### src/rtl/clause_memory_loader.sv
// Clause store writer: packs incoming clauses into rows, commits them to an
// internal RAM, then streams the committed rows cyclically to the lanes.
module clause_memory_loader #(
  parameter int NUM_CLAUSES           = 64,
  parameter int VAR_ID_BITS           = 8,
  parameter int NUM_CLAUSES_PER_CYCLE = 16,
  parameter int NUM_VARS_PER_CLAUSE   = 3,
  localparam int LIT_W    = VAR_ID_BITS + 1,
  localparam int CL_W     = LIT_W * NUM_VARS_PER_CLAUSE,
  localparam int ROW_W    = CL_W * NUM_CLAUSES_PER_CYCLE,
  localparam int NUM_ROWS = NUM_CLAUSES / NUM_CLAUSES_PER_CYCLE,
  localparam int RP_W     = (NUM_ROWS > 1) ? $clog2(NUM_ROWS) : 1
) (
  input  logic              clk,
  input  logic              rst,
  input  logic              in_valid,
  output logic              in_ready,
  input  logic [CL_W-1:0]   in_clause,
  input  logic              load_done,
  input  logic              clear,
  output logic [ROW_W-1:0]  output_memory_slice,
  output logic              slice_valid,
  output logic [RP_W-1:0]   row_ptr,
  output logic [RP_W:0]     num_rows,
  output logic              overflow
);

  localparam int CP_W = (NUM_CLAUSES_PER_CYCLE > 1) ? $clog2(NUM_CLAUSES_PER_CYCLE) : 1;
  localparam int CC_W = $clog2(NUM_CLAUSES + 1);

  typedef enum logic [1:0] {LOAD, FLUSH, STREAM} state_t;

  state_t            state;
  logic [CP_W-1:0]   col_ptr;
  logic [CC_W-1:0]   clause_count;
  logic [RP_W:0]     wr_row;
  logic [RP_W-1:0]   rd_ptr;
  logic [ROW_W-1:0]  row_buf;
  logic [ROW_W-1:0]  row_next;
  logic [ROW_W-1:0]  mem [NUM_ROWS];

  logic              accept;
  logic              lane_last;
  logic              mem_we;
  logic [RP_W-1:0]   mem_addr;
  logic [ROW_W-1:0]  mem_data;

  assign in_ready  = (state == LOAD) && (clause_count < CC_W'(NUM_CLAUSES));
  assign accept    = in_valid & in_ready;
  assign lane_last = (col_ptr == CP_W'(NUM_CLAUSES_PER_CYCLE - 1));

  // Row buffer with the incoming clause merged into lane col_ptr.
  always_comb begin
    row_next = row_buf;
    row_next[int'(col_ptr)*CL_W +: CL_W] = in_clause;
  end

  // RAM write port: full row commit during LOAD, padded partial row in FLUSH.
  always_comb begin
    mem_we   = 1'b0;
    mem_addr = wr_row[RP_W-1:0];
    mem_data = row_buf;
    if (!rst && !clear) begin
      case (state)
        LOAD: if (accept && lane_last) begin
          mem_we   = 1'b1;
          mem_data = row_next;
        end
        FLUSH: if (col_ptr != '0) mem_we = 1'b1;
        default: ;
      endcase
    end
  end

  // Clause RAM storage; contents are never reset.
  always_ff @(posedge clk) begin
    if (mem_we) mem[mem_addr] <= mem_data;
  end

  // Load / flush / stream control with registered outputs.
  always_ff @(posedge clk) begin
    if (rst || clear) begin
      state               <= LOAD;
      col_ptr             <= '0;
      clause_count        <= '0;
      wr_row              <= '0;
      rd_ptr              <= '0;
      row_buf             <= '0;
      output_memory_slice <= '0;
      slice_valid         <= 1'b0;
      row_ptr             <= '0;
      num_rows            <= '0;
      overflow            <= 1'b0;
    end else begin
      case (state)
        LOAD: begin
          if (accept) begin
            clause_count <= clause_count + 1'b1;
            if (lane_last) begin
              col_ptr <= '0;
              row_buf <= '0;
              wr_row  <= wr_row + 1'b1;
            end else begin
              col_ptr <= col_ptr + 1'b1;
              row_buf <= row_next;
            end
          end
          if (in_valid && !in_ready) overflow <= 1'b1;
          // A beat accepted alongside load_done is counted before leaving.
          if (load_done && (accept || clause_count != '0)) state <= FLUSH;
        end
        FLUSH: begin
          if (col_ptr != '0) begin
            wr_row   <= wr_row + 1'b1;
            num_rows <= wr_row + 1'b1;
            col_ptr  <= '0;
            row_buf  <= '0;
          end else begin
            num_rows <= wr_row;
          end
          rd_ptr <= '0;
          state  <= STREAM;
        end
        STREAM: begin
          output_memory_slice <= mem[rd_ptr];
          row_ptr             <= rd_ptr;
          slice_valid         <= 1'b1;
          rd_ptr <= ({1'b0, rd_ptr} == num_rows - 1'b1) ? '0 : rd_ptr + 1'b1;
        end
        default: state <= LOAD;
      endcase
    end
  end

endmodule

### config.mk
export PLATFORM = sky130hd
export DESIGN_NAME = clause_memory_loader
export DESIGN_NICKNAME = d
export VERILOG_FILES = /design/src/rtl/clause_memory_loader.sv
export SDC_FILE = /design/constraint.sdc
export NUM_CORES = 2
export LEC_CHECK = 0
export CAP_MARGIN = 20
export CELL_PAD_IN_SITES_DETAIL_PLACEMENT = 0
export CELL_PAD_IN_SITES_GLOBAL_PLACEMENT = 1
export CORE_MARGIN = 5
export CORE_UTILIZATION = 48
export CTS_BUF_LIST = sky130_fd_sc_hd__clkbuf_8
export DETAILED_ROUTE_END_ITERATION = 7
export PLACE_DENSITY_LB_ADDON = 0.12
export SYNTH_ARGS = -nofsm -noshare
export SYNTH_HDL_FRONTEND = slang
export SYNTH_SLANG_ARGS = --single-unit
### constraint.sdc
create_clock -name clk -period 12.3 [get_ports clk]
set_input_delay 1.845 -clock clk [delete_from_list [all_inputs] [get_ports clk]]
set_output_delay 1.845 -clock clk [all_outputs]
set_load 0.02 [all_outputs]
==> flow_metrics.tcl <==
set metrics [dict create \
    synth_cell_types 68 \
    clk_transition_reported_paths_ns 0.06 \
    critPathArrivalTime_ns 5.88 \
    ant_nets 0 \
    design.portCount 472 \
    synth_seq_cells 2617 \
    wl_per_cell_um 27.7 \
    layout.nets 6234 \
    post_cts_buffers 0 \
    leakagePower_nw 36.2 \
    clock-sinks 2617 \
    core_region_area_um2 200000 \
    max-clock-path-buffers 4 \
    clock.fmax_mhz 191 \
    outcome "complete, no violations" \
    rrSetupSlack_ns 7.12 \
    crit_path_start "in_valid" \
    place_area_um2 103000 \
    cts_made_buffers 435 \
    synth_common_cells "edfxtp_1 (1728), dfxtp_1 (889), nor2_1 (474)" \
    syn_avg_cell_area_um2 16.7 \
    timing.final.crit_share_pct 42.5 \
    drtIter0Drc 5110 \
    globalRouteOverflowTotal 0 \
    peakVddDrop_mv 0.110 \
    p_per_area_nw_per_um2 150 \
    met1_length_um 111000 \
    syn_to_final_growth_pct 15.2 \
    slowest_stage "buf_4" \
    fin_area_um2 111000 \
    drive_above_1_share_pct 19.0 \
    ys_async_sr_fraction_pct 0 \
    start_util_pct 48.3 \
    worst-path-stages 8 \
    drv_slew 0 \
    syn_inst 5798 \
    period_minus_slack_ns 5.23 \
    met3_wirelength_um 20000 \
    synth_edf_count 1728 \
    syn_area_um2 96800 \
    r2r_start "col_ptr[1]" \
    hold_class "reg2reg" \
    cts_hold_buf 0 \
    maxCapViolCount 0 \
    synthDominantCellAreaShare_pct 53.6 \
    dr.max_layer_used "met5" \
    finalSetupViolations 0 \
    path_delay_family "buffers and inverters" \
    finish.utilization_pct 55.7 \
    r2r_end "mem[1][193]" \
    grt_pass1_wl_um 368000 \
    path_max_fanout 119 \
    stdcell_count 9214 \
    viasPerCell 5.72 \
    path_cells "clkdlybuf4s50_1 -> nand2b_1 -> nor3_2 -> a21oi_1 -> nor2_1 -> and2_4 -> buf_4 -> buf_12" \
    cp-endpoint "mem[1][193]" \
    worstSetupStartpointType "input port" \
    timing.final.ws_setup_ns 7.07 \
    hpwl_um 144000 \
    hold_viol_final 0 \
    critical_path_class "in2reg" \
    die_w_um 459 \
    firstDrtPassIters 5 \
    gp_congestion 0.760 \
    synth_most_common_cell "edfxtp_1" \
    rsz0062_at_grt "no" \
    ff2ff_path_depth 8 \
    insertion_delay_ns 1.09 \
    critPathMaxStageDelay_ns 0.85 \
    grt_start_max_net_pins 128 \
    worstMarginPinSlew_ns 1.14 \
    synth_top_area_cell "edfxtp_1" \
    ys_seq_area_share_pct 72.0 \
    cts_tree "yes" \
    placedCellCount 8403 \
    synth_flop_cell "edfxtp_1" \
    num_rows 164 \
    synth_nets 5846 \
    cp.required_ns 12.95 \
    skew_ns 0.0777 \
    slew_headroom_pct 23.7 \
    endpoint_kind "register" \
    grt_usage_pct 23.9 \
    synthTopCellsByArea "edfxtp_1 (54%), dfxtp_1 (18%), mux4_2 (10%)" \
    cp_num_buf_inv 3 \
    cts_resized 0 \
    finalWirelength_um 255000 \
    grt_pass1_vias 52100 \
    die_area_um2 211000 \
    die_h_um 459 \
    route.met2.wl_um 118000 \
    route.detailed.drc 0 \
    synth_warnings 0 \
    htreeDepth 5 \
    cts_root_buffer "clkbuf_8" \
    tns_ns 0 \
    antenna_found_initial 22 \
    port-buffer-count 471 \
    post-place-ws_ns 6.01 \
    vias 52700 \
]
## per-stage QoR
| stage | total power (W) | hold WS (ns) |
|---|---|---|
| 2_1_floorplan | 0.00962 | 0.423 |
| 3_3_place_gp | 0.00978 | 0.437 |
| 3_5_place_dp | 0.00979 | 0.439 |
| 4_1_cts | 0.0170 | 0.456 |
| 5_1_grt | 0.0174 | 0.468 |
| 6_report | 0.0168 | 0.455 |
## worst register-to-register path, cell delays in order, from the launching register on
cell and delay (ns):
dfxtp_1 0.59, inv_1 0.13, ha_1 0.32, or3b_1 0.95, a21oi_1 0.17, nor2_1 0.26
and2_4 0.69, buf_4 0.85, buf_12 0.60
## power breakdown
part           switching [W]  total, W  leakage [nW]  internal [W]
Combinational       0.000260  0.000320          7.90     0.0000595
Clock                0.00336   0.00717          4.90       0.00380
Sequential        0.00000852   0.00928          23.4       0.00927
## worst min path at each step
| stage | from | endpoint | slack, ns | cells after the start |
|---|---|---|---|---|
| 5_1_grt | row_buf[260] | row_buf[260] | 0.47 | 1 |
| 3_5_place_dp | row_buf[294] | row_buf[294] | 0.44 | 1 |
| 2_1_floorplan | row_buf[26] | row_buf[26] | 0.42 | 2 |
| 6_report | row_buf[278] | row_buf[278] | 0.46 | 1 |
| 4_1_cts | row_buf[278] | row_buf[278] | 0.46 | 1 |
| 3_3_place_gp | row_buf[278] | row_buf[278] | 0.44 | 1 |
## state kept, by name, indices dropped and copies added (netlist names)
signal / flops
row_ptr: 2
clause_count: 7
col_ptr: 4
rd_ptr: 2
row_buf: 432
output_memory_slice: 432
slice_valid: 1
mem: 1728
wr_row: 3
overflow: 1
state: 2
num_rows: 3
## placed cells by master (no fill, tap or decap), types with 6 or more instances in the layout
| master | instances |
|---|---|
| nor2_1 | 469 |
| mux2_1 | 43 |
| o21ai_0 | 109 |
| buf_2 | 26 |
| mux2_2 | 66 |
| o21ai_1 | 13 |
| buf_12 | 12 |
| o211ai_1 | 8 |
| o32ai_1 | 52 |
| diode_2 | 15 |
| mux2i_1 | 465 |
| bufinv_16 | 9 |
| nor3_1 | 7 |
| a21oi_2 | 6 |
| nor2b_1 | 7 |
| o22ai_1 | 22 |
| clkbuf_8 | 488 |
| a22o_1 | 110 |
| clkinv_1 | 60 |
| ha_1 | 15 |
| nand2_1 | 254 |
| o2bb2ai_1 | 130 |
| nand3_1 | 20 |
| dfxtp_1 | 887 |
| xnor2_1 | 8 |
| nand4_1 | 33 |
| a21oi_1 | 8 |
| clkinv_2 | 46 |
| a32o_1 | 87 |
| nor2_2 | 7 |
| inv_1 | 221 |
| edfxtp_1 | 1728 |
| buf_4 | 103 |
| and2_1 | 47 |
| and3_1 | 15 |
| mux4_2 | 432 |
| clkdlybuf4s50_1 | 445 |
## cells by family after synthesis
kind of cell    Yosys count  synth area share [%]
mux                    1006                  16.1
compound gates          577                  4.74
simple gates            894                  3.93
fa+ha+maj                16                 0.207
flops                  2617                  72.0
xor+xnor                 13                 0.118
buf+inv                 675                  2.88
## layer usage
metal | track usage (%) | vias to the layer above
met5 | 0 | -
met2 | 36.6 | 2082
met3 | 5.36 | 366
met4 | 6.89 | 2
met1 | 34.6 | 27200
li1 | - | 23000
## area by class of cell
class	instances	area (um^2)
Antenna cell	15	37.5
Clock buffer	488	6720
Sequential cell	2617	69700
Timing Repair Buffer	588	5620
Fill cell	16000	88800
Inverter	38	143
Multi-Input combinational cell	2506	24500
Tap cell	2656	3320
Clock inverter	306	1480
No activity file was read; power rests on OpenSTA's default activity.
